### src/rtl/prod_accumulator_if.sv
// Handshake bundle between a product source and prod_accumulator.
//   in_valid/in_ready/in_prod/len : product stream plus frame length of the first beat
//   out_valid/out_ready/out_sum/out_count : held frame-result handshake
// Modports: master = product source / result consumer, slave = accumulator.
interface prod_accumulator_if #(
  parameter int unsigned PW    = 7,
  parameter int unsigned CNT_W = 4,
  parameter int unsigned AW    = 11
);
  logic             in_valid;
  logic             in_ready;
  logic [PW-1:0]    in_prod;
  logic [CNT_W-1:0] len;
  logic             out_valid;
  logic             out_ready;
  logic [AW-1:0]    out_sum;
  logic [CNT_W:0]   out_count;

  modport master (
    output in_valid, in_prod, len, out_ready,
    input  in_ready, out_valid, out_sum, out_count
  );

  modport slave (
    input  in_valid, in_prod, len, out_ready,
    output in_ready, out_valid, out_sum, out_count
  );
endinterface

### src/rtl/prod_accumulator.sv
// prod_accumulator: sums a frame of `len` unsigned products (len==0 means 2^CNT_W)
// and presents the total on a held output handshake.
// Ports:
//   clk   - clock, rising edge
//   reset - asynchronous active-high reset
//   clear - synchronous frame abort (drops partial sum and pending result)
//   bus   - prod_accumulator_if.slave: product input and frame-result output
//   busy  - frame in progress (state != IDLE)
//   ovf   - sticky saturation flag
// Optional build macro ACC_SAT_EN: saturate the accumulator at 2^AW-1 and set ovf;
// without it the add wraps modulo 2^AW and ovf stays 0.
module prod_accumulator #(
  parameter int unsigned PW    = 7,
  parameter int unsigned CNT_W = 4,
  parameter int unsigned AW    = 11
) (
  input  logic              clk,
  input  logic              reset,
  input  logic              clear,
  prod_accumulator_if.slave bus,
  output logic              busy,
  output logic              ovf
);

  localparam int unsigned CW = CNT_W + 1;

  localparam logic [1:0] ST_IDLE = 2'd0;
  localparam logic [1:0] ST_ACC  = 2'd1;
  localparam logic [1:0] ST_HOLD = 2'd2;

  logic [1:0]    state, state_n;
  logic [AW-1:0] acc, acc_n;
  logic [CW-1:0] cnt, cnt_n;
  logic [CW-1:0] len_q, len_q_n;
  logic          out_valid_q, out_valid_n;
  logic [AW-1:0] out_sum_q, out_sum_n;
  logic [CW-1:0] out_count_q, out_count_n;
  logic          busy_q, busy_n;
  logic          ovf_q, ovf_n;

  logic          xfer;
  logic [AW-1:0] add_base;
  logic [AW-1:0] add_res;
  logic          add_ovf;
  logic [CW-1:0] cnt_inc;
  logic [CW-1:0] len_res;

  // Ready depends only on state and clear, never on in_valid.
  assign bus.in_ready  = (state != ST_HOLD) && !clear;
  assign xfer          = bus.in_valid && bus.in_ready;

  assign bus.out_valid = out_valid_q;
  assign bus.out_sum   = out_sum_q;
  assign bus.out_count = out_count_q;
  assign busy          = busy_q;
  assign ovf           = ovf_q;

  // Accumulator adder; the first product of a frame is added to zero.
`ifdef ACC_SAT_EN
  logic [AW:0] sum_wide;

  always_comb begin
    add_base = (state == ST_IDLE) ? '0 : acc;
    sum_wide = {1'b0, add_base} + (AW+1)'(bus.in_prod);
    add_ovf  = sum_wide[AW];
    add_res  = add_ovf ? '1 : sum_wide[AW-1:0];
  end
`else
  always_comb begin
    add_base = (state == ST_IDLE) ? '0 : acc;
    add_ovf  = 1'b0;
    add_res  = add_base + AW'(bus.in_prod);
  end
`endif

  // Next-state and datapath update.
  always_comb begin
    state_n     = state;
    acc_n       = acc;
    cnt_n       = cnt;
    len_q_n     = len_q;
    out_valid_n = out_valid_q;
    out_sum_n   = out_sum_q;
    out_count_n = out_count_q;
    ovf_n       = ovf_q;
    cnt_inc     = cnt + CW'(1);
    len_res     = (bus.len == '0) ? {1'b1, {CNT_W{1'b0}}} : {1'b0, bus.len};

    if (clear) begin
      state_n     = ST_IDLE;
      acc_n       = '0;
      cnt_n       = '0;
      len_q_n     = '0;
      out_valid_n = 1'b0;
      out_sum_n   = '0;
      out_count_n = '0;
      ovf_n       = 1'b0;
    end else begin
      case (state)
        ST_IDLE: begin
          if (xfer) begin
            acc_n   = add_res;
            cnt_n   = CW'(1);
            len_q_n = len_res;
            ovf_n   = ovf_q | add_ovf;
            if (len_res == CW'(1)) begin
              state_n     = ST_HOLD;
              out_valid_n = 1'b1;
              out_sum_n   = add_res;
              out_count_n = CW'(1);
            end else begin
              state_n = ST_ACC;
            end
          end
        end
        ST_ACC: begin
          if (xfer) begin
            acc_n = add_res;
            cnt_n = cnt_inc;
            ovf_n = ovf_q | add_ovf;
            if (cnt_inc == len_q) begin
              state_n     = ST_HOLD;
              out_valid_n = 1'b1;
              out_sum_n   = add_res;
              out_count_n = cnt_inc;
            end
          end
        end
        ST_HOLD: begin
          if (bus.out_ready) begin
            state_n     = ST_IDLE;
            acc_n       = '0;
            cnt_n       = '0;
            out_valid_n = 1'b0;
            out_sum_n   = '0;
            out_count_n = '0;
          end
        end
        default: begin
          state_n = ST_IDLE;
        end
      endcase
    end

    busy_n = (state_n != ST_IDLE);
  end

  // State and datapath registers.
  always_ff @(posedge clk or posedge reset) begin
    if (reset) begin
      state       <= ST_IDLE;
      acc         <= '0;
      cnt         <= '0;
      len_q       <= '0;
      out_valid_q <= 1'b0;
      out_sum_q   <= '0;
      out_count_q <= '0;
      busy_q      <= 1'b0;
      ovf_q       <= 1'b0;
    end else begin
      state       <= state_n;
      acc         <= acc_n;
      cnt         <= cnt_n;
      len_q       <= len_q_n;
      out_valid_q <= out_valid_n;
      out_sum_q   <= out_sum_n;
      out_count_q <= out_count_n;
      busy_q      <= busy_n;
      ovf_q       <= ovf_n;
    end
  end

endmodule

### src/flat_wrapper.sv
// flat-port wrapper written by rule: the top's interface ports become plain ports
module prod_accumulator_flat 
#(
  parameter int unsigned PW    = 7,
  parameter int unsigned CNT_W = 4,
  parameter int unsigned AW    = 11
)
  (clk, reset, clear, busy, ovf, bus_in_valid, bus_in_prod, bus_len, bus_out_ready, bus_in_ready, bus_out_valid, bus_out_sum, bus_out_count);
  prod_accumulator_if #(.PW(PW), .CNT_W(CNT_W), .AW(AW)) bus_i ();
  input  logic clk;
  input  logic reset;
  input  logic clear;
  output logic busy;
  output logic ovf;
  input wire logic [$bits(bus_i.in_valid)-1:0] bus_in_valid;
  input wire logic [$bits(bus_i.in_prod)-1:0] bus_in_prod;
  input wire logic [$bits(bus_i.len)-1:0] bus_len;
  input wire logic [$bits(bus_i.out_ready)-1:0] bus_out_ready;
  output wire logic [$bits(bus_i.in_ready)-1:0] bus_in_ready;
  output wire logic [$bits(bus_i.out_valid)-1:0] bus_out_valid;
  output wire logic [$bits(bus_i.out_sum)-1:0] bus_out_sum;
  output wire logic [$bits(bus_i.out_count)-1:0] bus_out_count;
  assign bus_i.in_valid = bus_in_valid;
  assign bus_i.in_prod = bus_in_prod;
  assign bus_i.len = bus_len;
  assign bus_i.out_ready = bus_out_ready;
  assign bus_in_ready = bus_i.in_ready;
  assign bus_out_valid = bus_i.out_valid;
  assign bus_out_sum = bus_i.out_sum;
  assign bus_out_count = bus_i.out_count;
  prod_accumulator #(.PW(PW), .CNT_W(CNT_W), .AW(AW)) u_core (.clk(clk), .reset(reset), .clear(clear), .bus(bus_i), .busy(busy), .ovf(ovf));
endmodule
### config.mk
export PLATFORM = sky130hd
export DESIGN_NAME = prod_accumulator_flat
export DESIGN_NICKNAME = d
export VERILOG_FILES = /design/src/rtl/prod_accumulator_if.sv /design/src/rtl/prod_accumulator.sv /design/src/flat_wrapper.sv
export SDC_FILE = /design/constraint.sdc
export NUM_CORES = 1
export LEC_CHECK = 0
export ABC_AREA = 1
export CELL_PAD_IN_SITES_DETAIL_PLACEMENT = 1
export CELL_PAD_IN_SITES_GLOBAL_PLACEMENT = 2
export CORE_ASPECT_RATIO = 0.9
export CORE_MARGIN = 2
export CORE_UTILIZATION = 32
export CTS_BUF_LIST = sky130_fd_sc_hd__clkbuf_16
export CTS_CLUSTER_SIZE = 12
export DETAILED_ROUTE_END_ITERATION = 8
export DONT_BUFFER_PORTS = 1
export PLACE_DENSITY_LB_ADDON = 0.1
export SYNTH_ARGS = -nofsm -noshare
export SYNTH_HDL_FRONTEND = slang
export SYNTH_SLANG_ARGS = --single-unit
### constraint.sdc
create_clock -name clk -period 2.27 [get_ports clk]
set_input_delay 0.454 -clock clk [delete_from_list [all_inputs] [get_ports clk]]
set_output_delay 0.454 -clock clk [all_outputs]
set_load 0.05 [all_outputs]
Yosys cells after proc, flatten, opt, wreduce, memory -nomap -nowiden

Index checks and enable logic that the tools add are counted.

Add/sub/neg operators: 2
Equal/unequal tests: 11
Mux-type cells: 40
Reduce and logical (&&, ||, !) cells: 15

Operators by type and width:

| operator            | count |
|---|---|
| $mux 11             | 9 |
| $mux 5              | 13 |
| $pmux 11 s3         | 1 |
| $pmux 5 s3          | 2 |
| $pmux 11 s2         | 1 |
| $mux 2              | 6 |
| $add 11x7->11       | 1 |
| $ne 3x2->1 const B  | 3 |
| $mux 1              | 6 |
| $ne 3x3->1 const B  | 2 |
| $pmux 2 s3          | 1 |
| $reduce_and 6->1    | 1 |
| $reduce_bool 2->1   | 3 |
| $add 5x1->5 const B | 1 |
| $eq 5x1->1 const B  | 1 |
| $eq 5x5->1          | 1 |
| $logic_not 4->1     | 1 |
| $reduce_and 4->1    | 1 |
| $reduce_bool 4->1   | 1 |
| $ne 3x1->1 const B  | 1 |
| $pmux 1 s3          | 1 |
| $reduce_and 3->1    | 1 |
| $reduce_bool 3->1   | 1 |
| $eq 2x1->1 const B  | 1 |
| other kinds (7)     | 8 |

Register bits: 41
Input bits: 16
Output and inout port bits: 20
Word-level logic and storage cells: 76

Logic depth before layout (Yosys ltp)

Word-level depth: 8
Gate-level depth with buffers: 18
Gate-level depth less buffers: 17

Worst setup path after synthesis

Ideal clock, no wire load.

Path type: register -> register
From: register u_core.state[0]
To: register u_core.acc[10]
Library setup time: 0.083 ns
Arrival time: 2.422 ns
Data required time: 2.187 ns
Path slack: -0.235 ns
Stages on the path, launching flop included: 19
Path buffers: 1
Period minus slack after synthesis: 2.505 ns
Cells stage by stage: dfrtp_1 -> inv_1 -> ha_1 -> clkbuf_1 -> nor2_1 -> ha_1 -> inv_1 -> fa_1 -> inv_1 -> nand3_1 -> nand2_1 -> nand3_1 -> nand2_1 -> nand2_1 -> o21ai_0 -> nand2_1 -> nor2_1 -> nand2_1 -> o21ai_0

Word-level cells in the longest chain between the ends: 6
Elaborated cells between the ends (all ways): 16
Classes of those cells: add/sub: 1; eq/ne: 5; mux: 4; reduce/logical: 6

RTL lines:

| item                   | line                                             | text |
|---|---|---|
| from (decl)            | prod_accumulator.sv:31                           | `logic [1:0] state, state_n;` |
| from (signal assigned) | prod_accumulator.sv:161                          | `state <= state_n;` |
| $logic_not 2->1        | prod_accumulator.sv:70, prod_accumulator.sv:99   |  |
| $mux 11                | prod_accumulator.sv:70                           | `add_base = (state == ST_IDLE) ? '0 : acc;` |
| $add 11x7->11          | prod_accumulator.sv:72                           | `add_res = add_base + AW'(bus.in_prod);` |
| $mux 11                | prod_accumulator.sv:101, prod_accumulator.sv:117 |  |
| $pmux 11 s2            | prod_accumulator.sv:99                           | `case (state)` |
| $mux 11                | prod_accumulator.sv:89                           | `if (clear) begin` |
| to (signal assigned)   | prod_accumulator.sv:162                          | `acc <= acc_n;` |
| to (decl)              | prod_accumulator.sv:32                           | `logic [AW-1:0] acc, acc_n;` |

Parallel ways exist; a longest one is shown, timed or not. The select of a mux whose other input is x is not followed.
A chain may end at the register's enable or synchronous reset.

Final worst setup path

From: register u_core.state[1]
To: output port bus_in_ready

Word-level cells in the longest chain between the ends: 2

RTL lines:

| item              | line                   | text |
|---|---|---|
| $ne 2x2->1        | prod_accumulator.sv:49 | `assign bus.in_ready = (state != ST_HOLD) && !clear;` |
| $logic_and 1x1->1 | prod_accumulator.sv:49 |  |
| to (decl)         | flat_wrapper.sv:19     | `output wire logic [$bits(bus_i.in_ready)-1:0] bus_in_ready;` |

No other way between the ends.

==> out/summary.txt <==
==========================================================================================
Core box area                                                                  0.00747 mm2
Startpoint of the worst-slack reg-to-reg timing path                          u_core.state[1]
Diode count                                                                              0
Most used cells in the layout excluding fill and tap cells                    sky130_fd_sc_hd__nand2_1 (94), sky130_fd_sc_hd__dfrtp_1 (41), sky130_fd_sc_hd__inv_1 (40)
Largest net degree at the start of global routing                                       27
Die span in y                                                                      86.8 um
Sequential-to-total area share from yosys stat                                       42.1%
Total I/O pin count                                                                     36
Worst setup path startpoint                                                   u_core.state[1]
Cts bufs inserted                                                                        5
Number of global-route vias before repair                                            2,253
Worst min-delay path category                                                  in -> async
Worst-case setup slack after placement                                             7.58 ps
Count of buffers from port buffering                                                     0
Top_reg_cell synth                                                            sky130_fd_sc_hd__dfrtp_1
Highest clock frequency the design can meet                                      0.444 GHz
Minimum setup slack among reg-to-reg paths                                           70 ps
Post-synth design cell area                                                    0.00244 mm2
Kind of start point of the critical path                                         flip-flop
Final Hold Vio Count                                                                     0
Xor and xnor area share after synthesis                                             0.718%
Cell Rows                                                                               30
Accumulated negative setup slack                                                      0 ps
Number of synthesized flops with an enable pin                                           0
Yosys cell types                                                                        25
Post-Synth Simple-Gate Area                                                          29.4%
Critical path class                                                             reg -> out
Critical path fanouts, max                                                               9
Quantity of hold-fixing buffers added after cts                                          0
Clock period minus final worst setup slack                                         2250 ps
Slew HR                                                                              47.3%
Status                                                                        complete, no violations
Number of nets in the layout                                                           381
RSZ-0062 raised after global routing                                                  true
Vias per Instance                                                                     4.88
Main combinational cell family by area after synthesis                        simple AND/OR/NAND/NOR gates
Total gr overflow                                                                        0
Number of routed nets with antenna violations                                            0
Clock sinks                                                                             41
Total global routing track utilization                                               17.5%
Clock H-tree levels                                                                      2
Width of the chip                                                                  96.0 um
Data required, critical path                                                       1820 ps
Die area                                                                       0.00834 mm2
Fraction of synthesized area in multiplexers                                            0%
Clk Latency, worst-skew pair                                                        280 ps
Capture point of the critical path                                            bus_in_ready
Count of mapped cells out of synthesis                                                 334
Effective utilization at floorplan                                                   32.7%
Arrival time reported for the critical path endpoint                               1800 ps
Setup slack of the critical path after layout                                      20.2 ps
Count of endpoints failing setup in the final report                                     0
Area added between synthesis and finish                                              20.6%
Via count                                                                            2,186
Util after Layout                                                                    39.4%
R2r worst-path depth                                                                    17
Clock root buffer master                                                      sky130_fd_sc_hd__clkbuf_16
Count of state elements after synthesis                                                 41
Total power draw                                                                   2.43 mW
Final setup skew                                                                   5.89 ps
Kind of end point of the critical path                                        primary output
First DRT Iteration DRCs                                                                40
Leakage                                                                            1.45 nW
Complex-gate fraction of the synthesized area                                        11.2%
Fraction of the mapped netlist area in adder cells                                   6.97%
Pins Over Slew Limit                                                                     0
Fraction of registers with async set/reset                                            100%
Post-DP HPWL                                                                       5.18 mm
Share of post-route cells with drive strength above 1                                18.5%
Net Count, Synth                                                                       363
Worst voltage drop across the vdd grid                                              372 uV
Transition time of the tightest slew-check pin                                      786 ps
Antenna violations before repair                                                         0
Remaining design rule violation count                                                    0
Period utilisation layout                                                            99.1%
Clock tree from TritonCTS                                                             done
Clock edge transition at the registers on the reported setup and hold paths          60 ps
Average wire length per cell after detail routing                                  15.3 um
Final GP Congestion                                                                  0.757
Number of detailed-routing iterations run before antenna repair                          4
Critical R2R Capture                                                          u_core.bus.out_sum[10]
Most common cell after layout, fill and taps aside                            sky130_fd_sc_hd__nand2_1
Count of maximum capacitance violations                                                  0
P per Cell Area                                                                 826 mW/mm2
Maximum buffer depth of the clock tree                                                   2
Wire length of the first global-routing pass                                       11.2 mm
Sum of routed wire length over all layers                                          6.83 mm
Count of warnings emitted by yosys                                                       0
Mean Syn Cell Area                                                                7.30 um2
==========================================================================================
## per-stage QoR
stage                     hold WS, ps  instance area [um2]  cells
final                             106                 2940    448
after CTS                         124                 2830    442
after global placement            429                 2660    434
after detailed placement          428                 2660    434
after floorplan                   449                 2490    334
after global routing              146                 2940    448
## state kept, by name, summed over array words and instances, names as in the netlist
register / count
u_core.acc: 11
u_core.bus.out_sum: 11
u_core.bus.out_count: 5
u_core.cnt: 5
u_core.len_q: 5
u_core.state: 2
u_core.bus.out_valid: 1
u_core.busy: 1
## critical path: stages (launching register included)
cell and delay [ps]:
sky130_fd_sc_hd__dfrtp_1 390, sky130_fd_sc_hd__buf_4 150, sky130_fd_sc_hd__ha_1 170, sky130_fd_sc_hd__inv_1 130
sky130_fd_sc_hd__nand2_4 140, sky130_fd_sc_hd__inv_1 270, sky130_fd_sc_hd__buf_4 260
## report_power, final
part | internal, mW | switching, mW
Sequential | 0.824 | 0.261
Combinational | 0.189 | 0.361
Clock | 0.511 | 0.285
Total | 1.52 | 0.906
## layer usage
metal	global-route usage (%)	share of wire, %	vias to the layer above	wire, um
li1	-	-	1093	-
met1	23.9	49	1057	3330
met2	28.1	47	29	3210
met3	3.48	3.1	7	215
met4	4.68	1.1	0	78
met5	0	0	-	0
## repair_timing
item | in CTS | in global routing
setup endpoints to repair | 4 | 24
pin swaps | 2 | 18
endpoints found under the hold margin | 0 | 0
buffers inserted | 1 | 6
resized for setup | 1 | 24
cloned | 0 | 0
## how the worst min path moves through the flow
stage / endpoint / from
floorplan: u_core.acc[7] / u_core.acc[7]
global placement: u_core.bus.out_sum[3] / reset
detailed placement: u_core.bus.out_sum[3] / reset
CTS: u_core.bus.out_sum[3] / reset
global route: u_core.bus.out_sum[3] / reset
finish: u_core.bus.out_sum[3] / reset
## layout make-up
cell class / instances / area [um2]
well taps: 96 / 120
clock inverters: 2 / 35.0
flip-flops and latches: 41 / 1030
multi-input cells: 236 / 1300
fillers: 931 / 4530
clock buffers: 5 / 125
inverters: 49 / 184
repair buffers: 19 / 155
## cell families (layout without fill, tap and decap cells)
kind of cell    count (synthesis)  after routing
simple gates                  171            171
buf+inv                        57             75
compound gates                 49             49
flops                          41             41
fa+ha+maj                      13             13
xor+xnor                        2              2
other cells                     1              1
## cells in the mapped netlist, types with 3 or more instances
cell type,number,area share [%]
sky130_fd_sc_hd__a21oi_1,14,2.9
sky130_fd_sc_hd__clkbuf_1,3,0.46
sky130_fd_sc_hd__dfrtp_1,41,42
sky130_fd_sc_hd__ha_1,12,6.2
sky130_fd_sc_hd__inv_1,47,7.2
sky130_fd_sc_hd__nand2_1,99,15
sky130_fd_sc_hd__nand3_1,29,5.9
sky130_fd_sc_hd__nand4_1,6,1.5
sky130_fd_sc_hd__nor2_1,33,5.1
sky130_fd_sc_hd__o21ai_0,25,5.1
sky130_fd_sc_hd__o21ai_1,3,0.62
sky130_fd_sc_hd__o22ai_1,4,1.0
No activity file was read; power rests on OpenSTA's default activity.
